==> src/rtl/vga_sprite_sequencer_pkg.sv <==
// vga_sprite_sequencer_pkg: screen layout, sprite codes and region encoding for the sprite sequencer
package vga_sprite_sequencer_pkg;
  localparam logic [9:0] DIG_W     = 10'd20;
  localparam logic [9:0] DIG_H     = 10'd30;
  localparam logic [9:0] ALM_SZ    = 10'd25;
  localparam logic [9:0] ALM_X0    = 10'd275;
  localparam logic [9:0] ALM_Y0    = 10'd275;
  localparam logic [9:0] SNAP_LINE = 10'd480;
  localparam logic [9:0] TIMEOUT   = 10'd1023;
  localparam logic [4:0] BLINK_FR  = 5'd30;
  localparam logic [2:0][9:0] BAND_Y0 = {10'd246, 10'd185, 10'd122};
  localparam logic [5:0][9:0] COL_X0  = {10'd245, 10'd225, 10'd200, 10'd180, 10'd155, 10'd135};
  localparam logic [3:0] SPR_ALARM = 4'hA;
  localparam logic [3:0] SPR_NONE  = 4'hF;
  typedef enum logic [1:0] {RG_NONE, RG_DIGIT, RG_ALARM} region_e;
  typedef struct packed {
    region_e    kind;
    logic [1:0] band;
    logic [2:0] col;
  } region_t;
  function automatic logic in_span(logic [9:0] p, logic [9:0] lo, logic [9:0] len);
    return p >= lo && p < lo + len;
  endfunction
  // Byte 0 (DIA) sits in the top byte; even columns show the tens nibble.
  function automatic logic [3:0] digit_nib(logic [71:0] s, logic [1:0] b, logic [2:0] c);
    logic [3:0]  i;
    logic [6:0]  sh;
    logic [71:0] t;
    i  = {2'b0, b} * 4'd3 + {2'b0, c[2:1]};
    sh = {3'b0, i} << 3;
    t  = s << sh;
    return c[0] ? t[67:64] : t[71:68];
  endfunction
endpackage

==> src/rtl/vga_sprite_sequencer_if.sv <==
// vga_sprite_sequencer_if: sync-side inputs, RTC snapshot handshake and sprite ROM outputs
interface vga_sprite_sequencer_if;
  logic [9:0]  addrh;
  logic [9:0]  addrv;
  logic        video_on;
  logic        alarm;
  logic        snap_ack;
  logic [71:0] snap_data;
  logic        snap_req;
  logic        snap_miss;
  logic [3:0]  spr_sel;
  logic [9:0]  spr_addr;
  modport master (output addrh, addrv, video_on, alarm, snap_ack, snap_data,
                  input snap_req, snap_miss, spr_sel, spr_addr);
  modport slave  (input addrh, addrv, video_on, alarm, snap_ack, snap_data,
                  output snap_req, snap_miss, spr_sel, spr_addr);
endinterface

==> src/rtl/vga_sprite_sequencer_rtc_snapshot_hs.sv <==
// vga_sprite_sequencer_rtc_snapshot_hs: once-per-frame RTC snapshot via req/ack with timeout
module vga_sprite_sequencer_rtc_snapshot_hs
  import vga_sprite_sequencer_pkg::*;
(
  input  logic        clk,
  input  logic        rst,
  input  logic        trig_i,
  input  logic        ack_i,
  input  logic [71:0] data_i,
  output logic        req_o,
  output logic        miss_o,
  output logic [71:0] snap_o
);
  typedef enum logic {IDLE, REQ} state_e;
  state_e      state_q;
  logic [9:0]  tmr_q;
  logic        req_q, miss_q;
  logic [71:0] snap_q;
  always_ff @(posedge clk or posedge rst) begin
    if (rst) begin
      state_q <= IDLE;
      tmr_q   <= '0;
      req_q   <= 1'b0;
      miss_q  <= 1'b0;
      snap_q  <= '1;
    end else begin
      miss_q <= 1'b0;
      if (state_q == IDLE) begin
        if (trig_i) begin
          state_q <= REQ;
          req_q   <= 1'b1;
          tmr_q   <= '0;
        end
      end else if (ack_i) begin
        snap_q  <= data_i;
        req_q   <= 1'b0;
        state_q <= IDLE;
      end else if (tmr_q == TIMEOUT - 10'd1) begin
        req_q   <= 1'b0;
        miss_q  <= 1'b1;
        state_q <= IDLE;
      end else begin
        tmr_q <= tmr_q + 10'd1;
      end
    end
  end
  assign req_o  = req_q;
  assign miss_o = miss_q;
  assign snap_o = snap_q;
endmodule

==> src/rtl/vga_sprite_sequencer.sv <==
// vga_sprite_sequencer: per-pixel sprite select and column-major ROM address, 2-stage pipeline
module vga_sprite_sequencer
  import vga_sprite_sequencer_pkg::*;
(
  input logic clk,
  input logic rst,
  vga_sprite_sequencer_if.slave bus
);
  logic        trig;
  logic [71:0] snap;
  logic [4:0]  cnt_q, cnt_d;
  logic        hide_q, hide_d;
  region_t     rg_q, rg_d;
  logic [4:0]  dx_q, dx_d, dy_q, dy_d;
  logic [3:0]  nib, sel_q, sel_d;
  logic [9:0]  addr_q, addr_d;
  logic        bhit, chit;
  assign trig = bus.addrv == SNAP_LINE && bus.addrh == 10'd0;
  vga_sprite_sequencer_rtc_snapshot_hs u_snap (
    .clk    (clk),
    .rst    (rst),
    .trig_i (trig),
    .ack_i  (bus.snap_ack),
    .data_i (bus.snap_data),
    .req_o  (bus.snap_req),
    .miss_o (bus.snap_miss),
    .snap_o (snap)
  );
  always_comb begin
    cnt_d  = cnt_q;
    hide_d = hide_q;
    if (!bus.alarm) begin
      cnt_d  = '0;
      hide_d = 1'b0;
    end else if (trig) begin
      cnt_d  = cnt_q == BLINK_FR - 5'd1 ? 5'd0 : cnt_q + 5'd1;
      hide_d = cnt_q == BLINK_FR - 5'd1 ? ~hide_q : hide_q;
    end
  end
  always_comb begin
    rg_d = '0;
    dx_d = '0;
    dy_d = '0;
    bhit = 1'b0;
    chit = 1'b0;
    for (int b = 0; b < 3; b++)
      if (in_span(bus.addrv, BAND_Y0[2'(b)], DIG_H)) begin
        bhit      = 1'b1;
        rg_d.band = 2'(b);
        dy_d      = 5'(bus.addrv - BAND_Y0[2'(b)]);
      end
    for (int c = 0; c < 6; c++)
      if (in_span(bus.addrh, COL_X0[3'(c)], DIG_W)) begin
        chit     = 1'b1;
        rg_d.col = 3'(c);
        dx_d     = 5'(bus.addrh - COL_X0[3'(c)]);
      end
    if (bhit && chit) rg_d.kind = RG_DIGIT;
    // Alarm wins over digits; a hidden icon still claims its area as background.
    if (in_span(bus.addrh, ALM_X0, ALM_SZ) && in_span(bus.addrv, ALM_Y0, ALM_SZ)) begin
      rg_d.kind = bus.alarm && !hide_q ? RG_ALARM : RG_NONE;
      dx_d      = 5'(bus.addrh - ALM_X0);
      dy_d      = 5'(bus.addrv - ALM_Y0);
    end
    if (!bus.video_on) rg_d.kind = RG_NONE;
  end
  always_comb begin
    nib    = digit_nib(snap, rg_q.band, rg_q.col);
    sel_d  = rg_q.kind == RG_ALARM ? SPR_ALARM :
             (rg_q.kind == RG_DIGIT && nib <= 4'd9) ? nib : SPR_NONE;
    addr_d = sel_d == SPR_NONE ? 10'd0 :
             {5'd0, dy_q} + {5'd0, dx_q} * (rg_q.kind == RG_ALARM ? ALM_SZ : DIG_H);
  end
  always_ff @(posedge clk or posedge rst) begin
    if (rst) begin
      cnt_q  <= '0;
      hide_q <= 1'b0;
      rg_q   <= '0;
      dx_q   <= '0;
      dy_q   <= '0;
      sel_q  <= SPR_NONE;
      addr_q <= '0;
    end else begin
      cnt_q  <= cnt_d;
      hide_q <= hide_d;
      rg_q   <= rg_d;
      dx_q   <= dx_d;
      dy_q   <= dy_d;
      sel_q  <= sel_d;
      addr_q <= addr_d;
    end
  end
  assign bus.spr_sel  = sel_q;
  assign bus.spr_addr = addr_q;
endmodule

==> src/flat_wrapper.sv <==
// flat-port wrapper written by rule: the top's interface ports become plain ports
module vga_sprite_sequencer_flat import vga_sprite_sequencer_pkg::*;
  (clk, rst, bus_addrh, bus_addrv, bus_video_on, bus_alarm, bus_snap_ack, bus_snap_data, bus_snap_req, bus_snap_miss, bus_spr_sel, bus_spr_addr);
  vga_sprite_sequencer_if bus_i ();
  input logic clk;
  input logic rst;
  input wire logic [$bits(bus_i.addrh)-1:0] bus_addrh;
  input wire logic [$bits(bus_i.addrv)-1:0] bus_addrv;
  input wire logic [$bits(bus_i.video_on)-1:0] bus_video_on;
  input wire logic [$bits(bus_i.alarm)-1:0] bus_alarm;
  input wire logic [$bits(bus_i.snap_ack)-1:0] bus_snap_ack;
  input wire logic [$bits(bus_i.snap_data)-1:0] bus_snap_data;
  output wire logic [$bits(bus_i.snap_req)-1:0] bus_snap_req;
  output wire logic [$bits(bus_i.snap_miss)-1:0] bus_snap_miss;
  output wire logic [$bits(bus_i.spr_sel)-1:0] bus_spr_sel;
  output wire logic [$bits(bus_i.spr_addr)-1:0] bus_spr_addr;
  assign bus_i.addrh = bus_addrh;
  assign bus_i.addrv = bus_addrv;
  assign bus_i.video_on = bus_video_on;
  assign bus_i.alarm = bus_alarm;
  assign bus_i.snap_ack = bus_snap_ack;
  assign bus_i.snap_data = bus_snap_data;
  assign bus_snap_req = bus_i.snap_req;
  assign bus_snap_miss = bus_i.snap_miss;
  assign bus_spr_sel = bus_i.spr_sel;
  assign bus_spr_addr = bus_i.spr_addr;
  vga_sprite_sequencer u_core (.clk(clk), .rst(rst), .bus(bus_i));
endmodule
==> config.mk <==
export PLATFORM = sky130hd
export DESIGN_NAME = vga_sprite_sequencer_flat
export DESIGN_NICKNAME = d
export VERILOG_FILES = /design/src/rtl/vga_sprite_sequencer_pkg.sv /design/src/rtl/vga_sprite_sequencer_if.sv /design/src/rtl/vga_sprite_sequencer_rtc_snapshot_hs.sv /design/src/rtl/vga_sprite_sequencer.sv /design/src/flat_wrapper.sv
export SDC_FILE = /design/constraint.sdc
export NUM_CORES = 1
export LEC_CHECK = 0
export CAP_MARGIN = 5
export CORE_ASPECT_RATIO = 0.6
export CORE_UTILIZATION = 55
export DETAILED_ROUTE_END_ITERATION = 8
export PLACE_DENSITY = 0.82
export REMOVE_ABC_BUFFERS = 1
export SLEW_MARGIN = 30
export SYNTH_ARGS = -nofsm -noshare
export SYNTH_HDL_FRONTEND = slang
export SYNTH_SLANG_ARGS = --single-unit
export TNS_END_PERCENT = 1
==> constraint.sdc <==
create_clock -name clk -period 5.3 [get_ports clk]
set_input_delay 1.06 -clock clk [delete_from_list [all_inputs] [get_ports clk]]
set_output_delay 1.06 -clock clk [all_outputs]
set_load 0.02 [all_outputs]
# Word-level counts from Yosys, hierarchy flattened
# Cells that the tools add are included.
[classes]
addsub = 12
n_mul = 2
magnitude_cmp = 17
eq_ne = 11
shifts = 1
muxes = 48
n_bitwise = 1
reduce_logical = 20
[op_table]
columns = ["cell", "n"]
rows = [
  ["72-bit by 7-bit << shifter with 72-bit output", 1],
  ["10-bit by 8-bit < comparator with 1-bit output, second input constant", 6],
  ["5-bit 2-to-1 mux", 11],
  ["10-bit by 8-bit >= comparator with 1-bit output, second input constant", 5],
  ["10-bit 2-to-1 mux", 5],
  ["5-bit subtractor, second input constant", 6],
  ["1-bit 2-to-1 mux", 23],
  ["10-bit by 9-bit >= comparator with 1-bit output, second input constant", 2],
  ["10-bit by 9-bit < comparator with 1-bit output, second input constant", 2],
  ["1-bit logical AND", 13],
  ["4-bit 2-to-1 mux", 3],
  ["10-bit by 1-bit adder with 10-bit output, second input constant", 1],
  ["5-bit by 10-bit adder with 10-bit output", 1],
  ["10-bit equality test, second input constant", 1],
  ["10-bit by 9-bit equality test with 1-bit output, second input constant", 1],
  ["10-bit by 7-bit >= comparator with 1-bit output, second input constant", 1],
  ["10-bit zero test", 1],
  ["5-bit by 10-bit multiplier with 10-bit output", 1],
  ["2-bit 2-to-1 mux", 5],
  ["2-bit AND reduction", 3],
  ["5-bit by 1-bit adder with 5-bit output, second input constant", 1],
  ["5-bit equality test, second input constant", 1],
  ["5-bit by 3-bit subtractor with 5-bit output, second input constant", 1],
  ["5-bit by 4-bit subtractor with 5-bit output, second input constant", 1],
  ["14 further kinds", 16],
]
[word_totals]
ff_bits = 121
input_bits = 97
output_inout_bits = 16
word_cells = 126

# Logic depth before layout (Yosys ltp)
# Gate-level depths: netlist (run 1).
[depth]
ltp_word = 10
depth_mapped = 16
depth_no_buf = 15

# By module
# Synthesis (run 1) repeated with hierarchy kept, for this count alone.
[hier_totals]
hier_cells = 583
hier_area_um2 = 7043.0
[modules_own_cells]
columns = ["mod", "n_inst", "cells_each", "area_each_um2"]
rows = [
  ["vga_sprite_sequencer_rtc_snapshot_hs", 1, 232, 3543.4],
  ["vga_sprite_sequencer", 1, 351, 3499.6],
]

# Least setup slack after synthesis (run 1)
# OpenSTA, ideal clock, no wires.
[synth_timing]
path_type = "register to register"
start = "reg u_core.rg_q[5] in the netlist's numbering"
end = "reg u_core.addr_q[9] (netlist: u_core.bus.spr_addr[9])"
setup_time_ps = 119
t_arrival_ps = 3321
required_time_ps = 5181
path_slack_ps = 1860
path_stages_with_launch = 16
n_path_buf = 0
cell_sequence = "dfrtp_1 nand2b_1 nand2_1 fa_1 inv_1 fa_1 inv_1 fa_1 inv_1 ha_1 nand3_1 o211ai_1 nor4_1 nor3_1 xnor2_1 nor2_1"
[synth_via]
elab_chain_len = 6
[synth_lines]
columns = ["element", "line_no", "source"]
rows = [
  ["start: declaration", "vga_sprite_sequencer.sv:13", "region_t rg_q, rg_d;"],
  ["start signal: assignment", "vga_sprite_sequencer.sv:86", "rg_q <= rg_d;"],
  ["parallel branches: the longest is 5 deep, another holds 5-bit by 10-bit multiplier with 10-bit output", "-", ""],
  ["10-bit 2-to-1 mux *", "vga_sprite_sequencer.sv:71", "addr_d = sel_d == SPR_NONE ? 10'd0 :"],
  ["via u_core.addr_d[9]", "vga_sprite_sequencer.sv:16", "logic [9:0] addr_q, addr_d;"],
  ["end signal: assignment", "vga_sprite_sequencer.sv:90", "addr_q <= addr_d;"],
  ["end: declaration", "vga_sprite_sequencer.sv:16", ""],
]
# Mark *: on every way through the listed nets, which the timed path passes.
# A chain may end at the register's enable or synchronous reset.

# Worst setup path after layout (run 1)
[layout_timing]
start = "reg u_core.rg_q[6] in the netlist's numbering"
end = "reg u_core.addr_q[8] (netlist: u_core.bus.spr_addr[8])"
# The elaborated chain is that of the path after synthesis.

==> results of run 1 <==
-- state kept, by name, indices dropped and copies added (netlist names), 4 cells and up --
signal / count
u_core.u_snap.snap_o: 64
u_core.bus.spr_sel: 4
u_core.u_snap.tmr_q: 10
u_core.dy_q: 5
u_core.cnt_q: 5
u_core.dx_q: 5
u_core.bus.spr_addr: 10
u_core.rg_q: 5
-- layout by cell type (no fill, tap or decap), types with 6 or more instances in the layout --
cell / count
clkdlybuf4s50_1: 104
dfstp_2: 68
mux2_2: 65
dfrtp_1: 44
ha_1: 43
nor2_1: 39
nand2_1: 38
inv_1: 35
a21oi_1: 15
nand3_1: 13
nor2b_1: 13
mux4_2: 13
o21ai_0: 12
clkbuf_16: 11
nor3_1: 10
fa_1: 10
xor2_1: 9
nand2b_1: 7
xnor2_1: 7
a21o_1: 7
nand4_1: 6
mux2i_1: 6
a211oi_1: 6
-- path summary, 6_finish.rpt --
path                                            end  depth (start not counted)
min in group asynchronous           u_core.cnt_q[0]                          2
setup reg to reg             u_core.bus.spr_addr[8]                         14
max in group asynchronous  u_core.u_snap.snap_o[27]                          3
hold / removal                       u_core.rg_q[6]                          1
hold reg to reg                      u_core.rg_q[6]                          1
setup / recovery             u_core.bus.spr_addr[8]                         14
-- power groups by stage --
stage / Sequential (uW) / Clock [uW] / Combinational, uW
after floorplan: 879 / 0 / 115
after global placement: 879 / 0 / 216
after detailed placement: 879 / 0 / 224
after CTS: 865 / 767 / 229
after global routing: 865 / 799 / 253
final: 865 / 751 / 229
-- kinds of logic (layout without fill, tap and decap cells) --
logic type               Yosys count  after routing  share of synthesized area [%]
flip-flops                       112            112                           43.8
multiplexers                      87             87                           17.6
adder cells (fa/ha/maj)           53             53                           11.2
AO/OA/AOI/OAI                     79             79                           8.44
XOR/XNOR                          16             16                           2.12
other                              1              1                         0.0568
buffers and inverters             59            158                           3.93
AND/OR/NAND/NOR                  163            163                           12.8
-- layout make-up --
| cell class | instances | area share [%] |
|---|---|---|
| clock buffers | 11 | 3.41 |
| clock inverters | 5 | 0.820 |
| inverters | 36 | 1.73 |
| multi-input cells | 399 | 42.8 |
| flip-flops and latches | 112 | 35.7 |
| well taps | 160 | 2.48 |
| repair buffers | 106 | 13.1 |
-- through the flow --
step | instance area [um^2] | power [uW] | util (%) | instances | worst slack (ns)
3_3_place_gp | 7730 | 1100 | 67.3 | 813 | 1.47
3_5_place_dp | 7730 | 1100 | 67.3 | 813 | 1.40
4_1_cts | 8080 | 1860 | 70.3 | 829 | 1.46
6_report | 8080 | 1840 | 70.4 | 829 | 1.46
2_1_floorplan | 6470 | 993 | - | 547 | 1.39
5_1_grt | 8080 | 1920 | 70.4 | 829 | 1.26
-- layer usage --
| layer | GRT usage, % | vias to the layer above |
|---|---|---|
| met1 | 36.0 | 2384 |
| met3 | 6.13 | 15 |
| met2 | 40.7 | 161 |
| li1 | - | 2223 |
| met5 | 0 | - |
| met4 | 6.09 | 0 |
-- worst reg2reg max path, stage by stage (launching register included) --
cell,delay (ns)
dfrtp_1,0.38
nor2b_1,0.46
nor2_1,0.13
ha_1,0.30
inv_1,0.06
fa_1,0.50
fa_1,0.54
inv_1,0.05
ha_1,0.36
a21o_1,0.20
a21oi_1,0.23
o21bai_1,0.11
a21oi_1,0.19
xor2_1,0.16
nor2_1,0.05
==> results by group, run 1 <==
Status
  • Run status: finished clean

Routing
  • Total iterations of the first detailed-routing run: 5
  • Routed wire length: 15.0 mm
  • Post-detailed-route DRC marker count: 0
  • Sum of routed wire segments on met1: 7.02 mm
  • Detailed-route vias per instance: 5.77
  • Vias post-DR: 4,783
  • Total length of routed met2 wires: 6.88 mm
  • Average wire per cell in the routed design: 18.1 um
  • Met3 routed wirelength: 887 um
  • Top routing layer in use: met4
  • Antenna Violating Nets Remaining: 0
  • Iteration-0 DRC Markers: 248

Placement
  • Number of port buffers: 104
  • Placer Congestion: 0.909
  • Detailed-placement wirelength estimate: 11.1 mm

Finish
  • Footprint of the flip-flops and latches: 0.00289 mm^2
  • Share of cells above drive strength 1: 26.5%
  • ANT cells: 0
  • Total area of multi-input combinational cells: 0.00346 mm^2
  • Fill cell instance count of the final layout: 843
  • Net count reported at finish: 814
  • Synth-to-Final Area Change: 22.5%

Pwr
  • Fraction of power consumed by sequential logic: 46.9%
  • IR Drop Worst-Case VDD: 168 uV
  • Part of the power in combinational logic: 12.4%
  • Leakage power: 0.00361 uW
  • Reported net switching power: 438 uW
  • Fraction of power spent switching nets: 23.8%
  • Total power divided by cell area: 228 mW/mm^2
  • Clock network fraction of total power: 40.7%
  • Internal power summed over all cells: 1410 uW

Setup path
  • Arrival time of the worst setup path: 4.06 ns
  • Cells along the critical path: nor2b_1 -> nor2_1 -> ha_1 -> inv_1 -> fa_1 -> fa_1 -> inv_1 -> ha_1 -> a21o_1 -> a21oi_1 -> o21bai_1 -> a21oi_1 -> xor2_1 -> nor2_1
  • Buffers & Inverters on Critical Path: 2
  • Timing startpoint of the critical path: u_core.rg_q[6]
  • Data required time of the worst path: 5.52 ns
  • Setup slack, reg-to-reg: 1.46 ns
  • Slowest cell on the critical path: fa_1
  • Category of cells accounting for the largest share of critical-path delay: adder cells
  • Maximum fanout encountered on the critical timing path: 7
  • Largest stage delay on the critical path: 0.54 ns
  • Nature of the critical path startpoint: flop
  • Launching point of the worst reg2reg path: u_core.rg_q[6]
  • Worst Setup Path Type: reg -> reg
  • Kind of end point of the critical path: flop

Floorplan
  • Initial Utilization: 57.4%
  • Total Die Area: 0.0124 mm^2
  • Die X-Extent: 143 um
  • Total I/O pin count: 113
  • Die Ht: 86.8 um
  • Placement row count: 30
  • Core footprint: 0.0115 mm^2

STA
  • Actual transition at the worst max-transition pin: 0.876 ns
  • Final hold violation count: 0
  • Final TNS setup: 0 ns
  • Unrepaired setup endpoints after global routing: no
  • Ratio of final minimum period to clock period: 72.5%
  • Max Slew Vio Count: 0
  • Fmax: 260 MHz
  • Clk_skew: 0.00786 ns
  • Final setup violation count: 0
  • Period minus WS final: 3.84 ns
  • Worst rel slew slack: 41.6%
  • Fin Hold WS: 0.458 ns

Clock network
  • Setup repair bufs after CTS: 0
  • CTS sink cnt: 112
  • TritonCTS buffer count: 9
  • Root buf cell: clkbuf_16
  • PostCTS Resize Cnt: 0
  • H-tree depth: 3
  • Clock tree from TritonCTS: built
  • Clock insertion delay at the later pin of the skew report: 0.35 ns
  • CTS clock-pin slew for the worst setup and hold paths: 0.07 ns
  • Number of hold buffers added after cts: 0
  • Maximum count of clock buffers along a single path: 2

Logic synthesis
  • Most frequently used flop master after synthesis: dfstp_2
  • Cell Area, Synth: 0.00660 mm^2
  • Area leader, netlist: dfstp_2
  • Area fraction of the dominant cell type after synthesis: 27.1%
  • Number of standard cells after synthesis: 570
  • Most instantiated library cell after synthesis: dfstp_2
  • Synth cell types: 69
  • Share of flip-flops with an asynchronous set or reset: 100%
  • Leading post-synthesis cells by cell area: dfstp_2, dfrtp_1, mux2_2, ha_1, mux4_2
  • Number of warnings printed during yosys synthesis: 0
  • Sequential element share of the synthesized area: 43.8%
  • Most common library cells after synthesis: dfstp_2, mux2_2, dfrtp_1
  • EDFF count, synth: 0
  • Post-Syn Area per Cell: 11.6 um^2
  • Count of state elements after synthesis: 112

Run
  • Max Cap Viol: 0

Hold path
  • Critical hold path startpoint: u_core.hide_q
  • Type of the most critical hold path: reg -> reg

Global routing
  • Overall global routing resource usage: 25.7%
  • Number of global-route vias before repair: 4,786
  • Antenna violations before repair: 0
  • Largest net degree at the start of global routing: 76
  • Global route total overflow: 0
  • First-pass GRT wire length: 24.2 mm
No activity file was read; power rests on OpenSTA's default activity.
==> run 2: changes to the inputs <==
--- a/config.mk
+++ b/config.mk
@@ -7,9 +7,9 @@
 export LEC_CHECK = 0
 export CAP_MARGIN = 5
 export CORE_ASPECT_RATIO = 0.6
-export CORE_UTILIZATION = 55
+export CORE_UTILIZATION = 49
 export DETAILED_ROUTE_END_ITERATION = 8
-export PLACE_DENSITY = 0.82
+export PLACE_DENSITY = 0.78
 export REMOVE_ABC_BUFFERS = 1
 export SLEW_MARGIN = 30
 export SYNTH_ARGS = -nofsm -noshare
==> constraint.sdc (replaced) <==
create_clock -name clk -period 3.45 [get_ports clk]
set_input_delay 0.69 -clock clk [delete_from_list [all_inputs] [get_ports clk]]
set_output_delay 0.69 -clock clk [all_outputs]
set_load 0.02 [all_outputs]
==> run 2 against run 1 <==
The run now ends with setup timing left. Worst hold slack better by 0.036 ns. Via count is 0.46% lower. Final area is 3.6% higher. Clock power is 40% higher. Largest cell class unchanged.
==> results by group, run 2 (synthesized netlist as in run 1, its figures left out) <==
Status
  • Run status: finished with violations (was finished clean)
  • Violated checks: setup timing

Placement
  • Placer Congestion: 0.863 (was 0.909)
  • Number of port buffers: 104 (unchanged)
  • Detailed-placement wirelength estimate: 10.9 mm (was 11.1 mm)
  • Post-Place Setup Slack: -0.120 ns (was 1.40 ns)
  • Placed standard-cell area: 0.00795 mm^2 (was 0.00773 mm^2)

Routing
  • Vias post-DR: 4,761 (was 4,783)
  • Detailed-route vias per instance: 5.48 (was 5.77)
  • Antenna Violating Nets Remaining: 0 (unchanged)
  • Post-detailed-route DRC marker count: 0 (unchanged)
  • Average wire per cell in the routed design: 16.9 um (was 18.1 um)
  • Total iterations of the first detailed-routing run: 4 (was 5)
  • Routed wire length: 14.7 mm (was 15.0 mm)
  • Iteration-0 DRC Markers: 249 (was 248)

Setup path
  • Cells along the critical path: nand2b_4 -> nand2_4 -> fa_1 -> inv_2 -> fa_1 -> inv_2 -> fa_1 -> inv_2 -> ha_4 -> nand3_2 -> o211ai_1 -> nor4_1 -> nor3_1 -> xnor2_1 -> nor2_1 (was nor2b_1 -> nor2_1 -> ha_1 -> inv_1 -> fa_1 -> fa_1 -> inv_1 -> ha_1 -> a21o_1 -> a21oi_1 -> o21bai_1 -> a21oi_1 -> xor2_1 -> nor2_1)
  • Category of cells accounting for the largest share of critical-path delay: adder cells (unchanged)
  • Crit. path cell count: 15 (was 14)
  • Kind of end point of the critical path: flop (unchanged)
  • Largest stage delay on the critical path: 0.51 ns (was 0.54 ns)
  • Count of cells along the worst register-to-register path: 15 (was 14)
  • Maximum fanout encountered on the critical timing path: 4 (was 7)
  • Nature of the critical path startpoint: flop (unchanged)
  • Worst Setup Path Type: reg -> reg (unchanged)
  • Buffers & Inverters on Critical Path: 3 (was 2)
  • Capture point of the worst reg-to-reg path: u_core.bus.spr_addr[9] (was u_core.bus.spr_addr[8])
  • Setup slack, reg-to-reg: -0.03 ns (was 1.46 ns)
  • Slowest cell on the critical path: fa_1 (unchanged)
  • Arrival time of the worst setup path: 3.69 ns (was 4.06 ns)
  • Launching point of the worst reg2reg path: u_core.rg_q[5] (was u_core.rg_q[6])
  • Data required time of the worst path: 3.66 ns (was 5.52 ns)

Global routing
  • Number of global-route vias before repair: 4,747 (was 4,786)
  • Global route total overflow: 0 (unchanged)
  • Largest net degree at the start of global routing: 65 (was 76)
  • Overall global routing resource usage: 22.4% (was 25.7%)
  • First-pass GRT wire length: 24.0 mm (was 24.2 mm)
  • Antenna violations before repair: 0 (unchanged)

Floorplan
  • Total I/O pin count: 113 (unchanged)
  • Total Die Area: 0.0139 mm^2 (was 0.0124 mm^2)
  • Die X-Extent: 152 um (was 143 um)
  • Initial Utilization: 50.8% (was 57.4%)
  • Placement row count: 32 (was 30)
  • Core footprint: 0.0130 mm^2 (was 0.0115 mm^2)
  • Die Ht: 91.9 um (was 86.8 um)

Pwr
  • Fraction of power consumed by sequential logic: 47.6% (was 46.9%)
  • Reported net switching power: 669 uW (was 438 uW)
  • Power Total: 2790 uW (was 1840 uW)
  • Leakage power: 0.00374 uW (was 0.00361 uW)
  • Internal power summed over all cells: 2120 uW (was 1410 uW)
  • IR Drop Worst-Case VDD: 212 uV (was 168 uV)
  • Total power divided by cell area: 333 mW/mm^2 (was 228 mW/mm^2)
  • Part of the power in combinational logic: 14.6% (was 12.4%)
  • Fraction of power spent switching nets: 24.0% (was 23.8%)
  • Clock network fraction of total power: 37.8% (was 40.7%)

Run
  • Max Cap Viol: 0 (unchanged)

Hold path
  • Critical hold path startpoint: u_core.u_snap.req_o (was u_core.hide_q)
  • Type of the most critical hold path: reg -> reg (unchanged)
  • Worst min-delay path endpoint: u_core.u_snap.req_o (was u_core.rg_q[6])
  • Worst hold path cell count: 1 (unchanged)

Clock network
  • Clock tree from TritonCTS: built (unchanged)
  • Number of hold buffers added after cts: 0 (unchanged)
  • Clock insertion delay at the later pin of the skew report: 0.35 ns (about the same)
  • CTS sink cnt: 112 (unchanged)
  • CTS clock-pin slew for the worst setup and hold paths: 0.08 ns (was 0.07 ns)
  • Maximum count of clock buffers along a single path: 2 (unchanged)
  • H-tree depth: 3 (unchanged)
  • Root buf cell: clkbuf_16 (unchanged)
  • TritonCTS buffer count: 9 (unchanged)

Finish
  • Commonest cells after routing, fill and taps aside: clkdlybuf4s50_1, dfstp_2, mux2_2 (unchanged)
  • Net count reported at finish: 844 (was 814)
  • Footprint of the flip-flops and latches: 0.00289 mm^2 (unchanged)
  • Fill cell instance count of the final layout: 1,004 (was 843)
  • Share of cells above drive strength 1: 32.0% (was 26.5%)
  • Synth-to-Final Area Change: 27.0% (was 22.5%)
  • Total area of multi-input combinational cells: 0.00353 mm^2 (was 0.00346 mm^2)
  • Post-route cell area: 0.00838 mm^2 (was 0.00808 mm^2)
  • Most common cell after layout, fill and taps aside: clkdlybuf4s50_1 (unchanged)
  • Max reg flops: 64 (unchanged)
  • ANT cells: 0 (unchanged)

STA
  • Clk_skew: 0.00978 ns (was 0.00786 ns)
  • Fmax: 287 MHz (was 260 MHz)
  • Period minus WS final: 3.48 ns (was 3.84 ns)
  • Unrepaired setup endpoints after global routing: yes (was no)
  • Final hold violation count: 0 (unchanged)
  • Max Slew Vio Count: 0 (unchanged)
  • Ratio of final minimum period to clock period: 101% (was 72.5%)
  • Actual transition at the worst max-transition pin: 0.830 ns (was 0.876 ns)
  • Final setup slack of the worst path: -0.0290 ns (was 1.46 ns)
  • Worst rel slew slack: 44.6% (was 41.6%)
  • Final setup violation count: 1 (was 0)
[run 2: cell types whose count changed in the layout (fill, tap and decap cells not counted), moves of 3 or more]
| cell | before | now |
|---|---|---|
| inv_2 | 0 | 5 |
| ha_1 | 43 | 40 |
| inv_1 | 35 | 30 |
| buf_4 | 2 | 30 |
[run 2: power groups by stage]
| stage | Sequential [uW] | Combinational (uW) | Clock (uW) |
|---|---|---|---|
| 2_1_floorplan | 1350 | 177 | 0 |
| 3_3_place_gp | 1350 | 359 | 0 |
| 3_5_place_dp | 1350 | 371 | 0 |
| 4_1_cts | 1330 | 383 | 1090 |
| 5_1_grt | 1330 | 449 | 1140 |
| 6_report | 1330 | 407 | 1050 |
[run 2: what timing repair did]
| action | CTS | global route |
|---|---|---|
| setup buffers | 2 | 3 |
| setup endpoints to repair | 2 | 4 |
| resized for setup | 6 | 16 |
| pin swaps | 6 | 17 |
[run 2: area by class of cell]
| type | count | area share, % |
|---|---|---|
| Multi-Input combinational cell | 399 | 42.1 |
| Sequential cell | 112 | 34.5 |
| Timing Repair Buffer | 136 | 15.5 |
| Clock buffer | 13 | 3.36 |
| Tap cell | 170 | 2.54 |
| Inverter | 36 | 1.64 |
| Clock inverter | 3 | 0.344 |
[run 2: through the flow]
step / util, % / TNS [ns] / hold WS, ns / instances
2_1_floorplan: - / -3.81 / 0.429 / 547
3_3_place_gp: 61.3 / -0.0597 / 0.476 / 848
3_5_place_dp: 61.3 / -0.212 / 0.472 / 848
4_1_cts: 64.0 / -0.00929 / 0.503 / 866
5_1_grt: 64.6 / -0.374 / 0.523 / 869
6_report: 64.6 / -0.0290 / 0.494 / 869
[run 2: worst max path at each step]
stage	startpoint	endpoint	slack, ns
floorplan	rst	u_core.bus.spr_addr[0]	-0.09
global placement	u_core.rg_q[6]	u_core.bus.spr_addr[9]	-0.05
CTS	u_core.rg_q[6]	u_core.bus.spr_addr[9]	-0.009
global route	u_core.rg_q[5]	u_core.bus.spr_addr[8]	-0.14
finish	u_core.rg_q[5]	u_core.bus.spr_addr[9]	-0.03
detailed placement	u_core.rg_q[5]	u_core.bus.spr_addr[9]	-0.12
[run 2: per-layer routing]
layer	part of all wire, %	track usage (%)	wire, um
met5	0	0	0
met4	0.68	4.37	99
met3	4.6	4.68	670
met2	45	34.6	6580
met1	50	32.5	7300
[run 2: worst register-to-register path: stages, from the launching register on]
cell and delay [ns]:
dfrtp_1 0.37, nand2b_4 0.18, nand2_4 0.06, fa_1 0.51, inv_2 0.04, fa_1 0.48
inv_2 0.04, fa_1 0.49, inv_2 0.05, ha_4 0.28, nand3_2 0.07, o211ai_1 0.24
nor4_1 0.08, nor3_1 0.26, xnor2_1 0.15, nor2_1 0.06
==> run 3: changes to the inputs <==
--- a/config.mk
+++ b/config.mk
@@ -9,7 +9,7 @@
 export CORE_ASPECT_RATIO = 0.6
 export CORE_UTILIZATION = 49
 export DETAILED_ROUTE_END_ITERATION = 8
-export PLACE_DENSITY = 0.78
+export PLACE_DENSITY = 0.83
 export REMOVE_ABC_BUFFERS = 1
 export SLEW_MARGIN = 30
 export SYNTH_ARGS = -nofsm -noshare
==> run 3 against run 2 <==
The flow still finishes with violations (setup timing). Sequential power is essentially flat. Sequential share of layout area down 0.21 points. Global-route usage up 0.13 points. Worst hold slack worse by 0.0062 ns.
==> results by group, run 3 (synthesized netlist as in run 1, its figures left out) <==
Finish
  • Synth-to-Final Area Change: 27.8% (was 27.0%)
  • Total area of multi-input combinational cells: 0.00356 mm^2 (was 0.00353 mm^2)
  • Most common cell after layout, fill and taps aside: clkdlybuf4s50_1 (unchanged)
  • Post-route cell area: 0.00843 mm^2 (was 0.00838 mm^2)
  • Max reg flops: 64 (unchanged)
  • Commonest cells after routing, fill and taps aside: clkdlybuf4s50_1, dfstp_2, mux2_2 (unchanged)
  • ANT cells: 0 (unchanged)
  • Fill cell instance count of the final layout: 962 (was 1,004)
  • Footprint of the flip-flops and latches: 0.00289 mm^2 (unchanged)
  • Net count reported at finish: 847 (was 844)
  • Final Core Density: 65.0% (was 64.6%)
  • Share of cells above drive strength 1: 32.9% (was 32.0%)

Routing
  • Met3 routed wirelength: 1.01 mm (was 670 um)
  • Total iterations of the first detailed-routing run: 5 (was 4)
  • Post-detailed-route DRC marker count: 0 (unchanged)
  • Average wire per cell in the routed design: 17.4 um (was 16.9 um)
  • Sum of routed wire segments on met1: 7.14 mm (was 7.30 mm)
  • Detailed-route vias per instance: 5.61 (was 5.48)
  • Iteration-0 DRC Markers: 392 (was 249)
  • Top routing layer in use: met4 (unchanged)
  • Vias post-DR: 4,896 (was 4,761)
  • Routed wire length: 15.2 mm (was 14.7 mm)
  • Antenna Violating Nets Remaining: 0 (unchanged)
  • Total length of routed met2 wires: 6.88 mm (was 6.58 mm)

Pwr
  • Leakage power: 0.00375 uW (was 0.00374 uW)
  • Power Total: 2810 uW (was 2790 uW)
  • Total power divided by cell area: 333 mW/mm^2 (about the same)
  • IR Drop Worst-Case VDD: 232 uV (was 212 uV)

Placement
  • Placer Congestion: 0.878 (was 0.863)
  • Placed standard-cell area: 0.00799 mm^2 (was 0.00795 mm^2)
  • Post-Place Setup Slack: -0.237 ns (was -0.120 ns)
  • Number of port buffers: 104 (unchanged)
  • Detailed-placement wirelength estimate: 11.1 mm (was 10.9 mm)

Setup path
  • Arrival time of the worst setup path: 3.69 ns (about the same)
  • Nature of the critical path startpoint: flop (unchanged)
  • Maximum fanout encountered on the critical timing path: 4 (unchanged)
  • Worst Setup Path Type: reg -> reg (unchanged)
  • Kind of end point of the critical path: flop (unchanged)
  • Data required time of the worst path: 3.66 ns (about the same)
  • Count of cells along the worst register-to-register path: 16 (was 15)

STA
  • Actual transition at the worst max-transition pin: 0.837 ns (was 0.830 ns)
  • Final TNS setup: -0.0310 ns (was -0.0290 ns)
  • Worst rel slew slack: 44.2% (was 44.6%)
  • Ratio of final minimum period to clock period: 101% (about the same)
  • Max Slew Vio Count: 0 (unchanged)
  • Clk_skew: 0.00772 ns (was 0.00978 ns)
  • Final hold violation count: 0 (unchanged)
  • Unrepaired setup endpoints after global routing: yes (unchanged)
  • Final setup slack of the worst path: -0.0273 ns (was -0.0290 ns)
  • Period minus WS final: 3.48 ns (about the same)
  • Fmax: 288 MHz (was 287 MHz)
  • Final setup violation count: 2 (was 1)

Clock network
  • Number of hold buffers added after cts: 0 (unchanged)
  • CTS clock-pin slew for the worst setup and hold paths: 0.07 ns (was 0.08 ns)
  • CTS sink cnt: 112 (unchanged)
  • Maximum count of clock buffers along a single path: 2 (unchanged)
  • Root buf cell: clkbuf_16 (unchanged)
  • TritonCTS buffer count: 9 (unchanged)
  • Clock tree from TritonCTS: built (unchanged)
  • H-tree depth: 3 (unchanged)
  • Clock insertion delay at the later pin of the skew report: 0.34 ns (was 0.35 ns)

Floorplan
  • Total I/O pin count: 113 (unchanged)
  • Die Ht: 91.9 um (unchanged)
  • Core footprint: 0.0130 mm^2 (unchanged)
  • Total Die Area: 0.0139 mm^2 (unchanged)
  • Die X-Extent: 152 um (unchanged)
  • Placement row count: 32 (unchanged)
  • Initial Utilization: 50.8% (unchanged)

Global routing
  • First-pass GRT wire length: 24.4 mm (was 24.0 mm)
  • Overall global routing resource usage: 22.5% (was 22.4%)
  • Largest net degree at the start of global routing: 104 (was 65)
  • Global route total overflow: 0 (unchanged)
  • Antenna violations before repair: 0 (unchanged)
  • Number of global-route vias before repair: 4,867 (was 4,747)

Hold path
  • Type of the most critical hold path: reg -> reg (unchanged)
  • Worst hold path cell count: 1 (unchanged)

Status
  • Run status: finished with violations (unchanged)
  • Violated checks: setup timing (unchanged)

Run
  • Max Cap Viol: 0 (unchanged)
==> run 3: changes by cell type in the layout (fill, tap and decap cells not counted), moves of 2 or more <==
cell | before | now
clkinvlp_4 | 0 | 2
buf_4 | 30 | 32
clkbuf_8 | 2 | 0
inv_6 | 1 | 3
==> run 3: power breakdown <==
| group | total [uW] | switching (uW) | internal, uW |
|---|---|---|---|
| Sequential | 1330 | 5.62 | 1320 |
| Clock | 1060 | 493 | 570 |
| Combinational | 416 | 199 | 217 |
==> run 3: timing repair <==
action / in CTS / in global routing
gates resized for setup: 16 / 9
setup buffers: 3 / 1
pin swaps: 19 / 11
endpoints found under the setup margin: 3 / 2
==> run 3: layer usage <==
metal	up-vias	global-route usage, %
met4	0	3.96
met3	14	5.02
li1	2279	-
met5	-	0
met1	2416	33.0
met2	187	34.3
==> run 3: cell type report <==
| type | count | share of cell area, % |
|---|---|---|
| flip-flops and latches | 112 | 34.3 |
| clock buffers | 9 | 2.67 |
| clock inverters | 7 | 0.906 |
| well taps | 170 | 2.52 |
| repair buffers | 139 | 15.8 |
| multi-input cells | 399 | 42.2 |
| inverters | 36 | 1.63 |
==> run 3: path summary, 6_finish.rpt <==
kind                           startpoint                       end  slack, ns
max                        u_core.rg_q[6]    u_core.bus.spr_addr[9]      -0.03
min                         u_core.hide_q            u_core.rg_q[6]       0.49
max reg2reg                u_core.rg_q[6]    u_core.bus.spr_addr[9]      -0.03
min reg2reg                 u_core.hide_q            u_core.rg_q[6]       0.49
max in group asynchronous             rst  u_core.u_snap.snap_o[59]       2.10
min in group asynchronous             rst       u_core.u_snap.req_o       0.59
==> run 3: metrics by stage <==
step | cells | hold slack, ns
finish | 872 | 0.488
detailed placement | 852 | 0.479
global placement | 852 | 0.450
global route | 872 | 0.502
CTS | 871 | 0.488
floorplan | 547 | 0.429
==> run 3: critical path, stage by stage (launching register included) <==
cell      delay (ns)
dfrtp_1         0.42
buf_6           0.13
nor2b_4         0.13
nand2_1         0.07
nand2_2         0.07
ha_4            0.27
inv_2           0.04
fa_1            0.51
fa_1            0.56
inv_2           0.05
ha_4            0.28
nand3_2         0.07
o211ai_1        0.26
nor4_2          0.08
nor3_2          0.22
xnor2_1         0.14
nor2_1          0.05
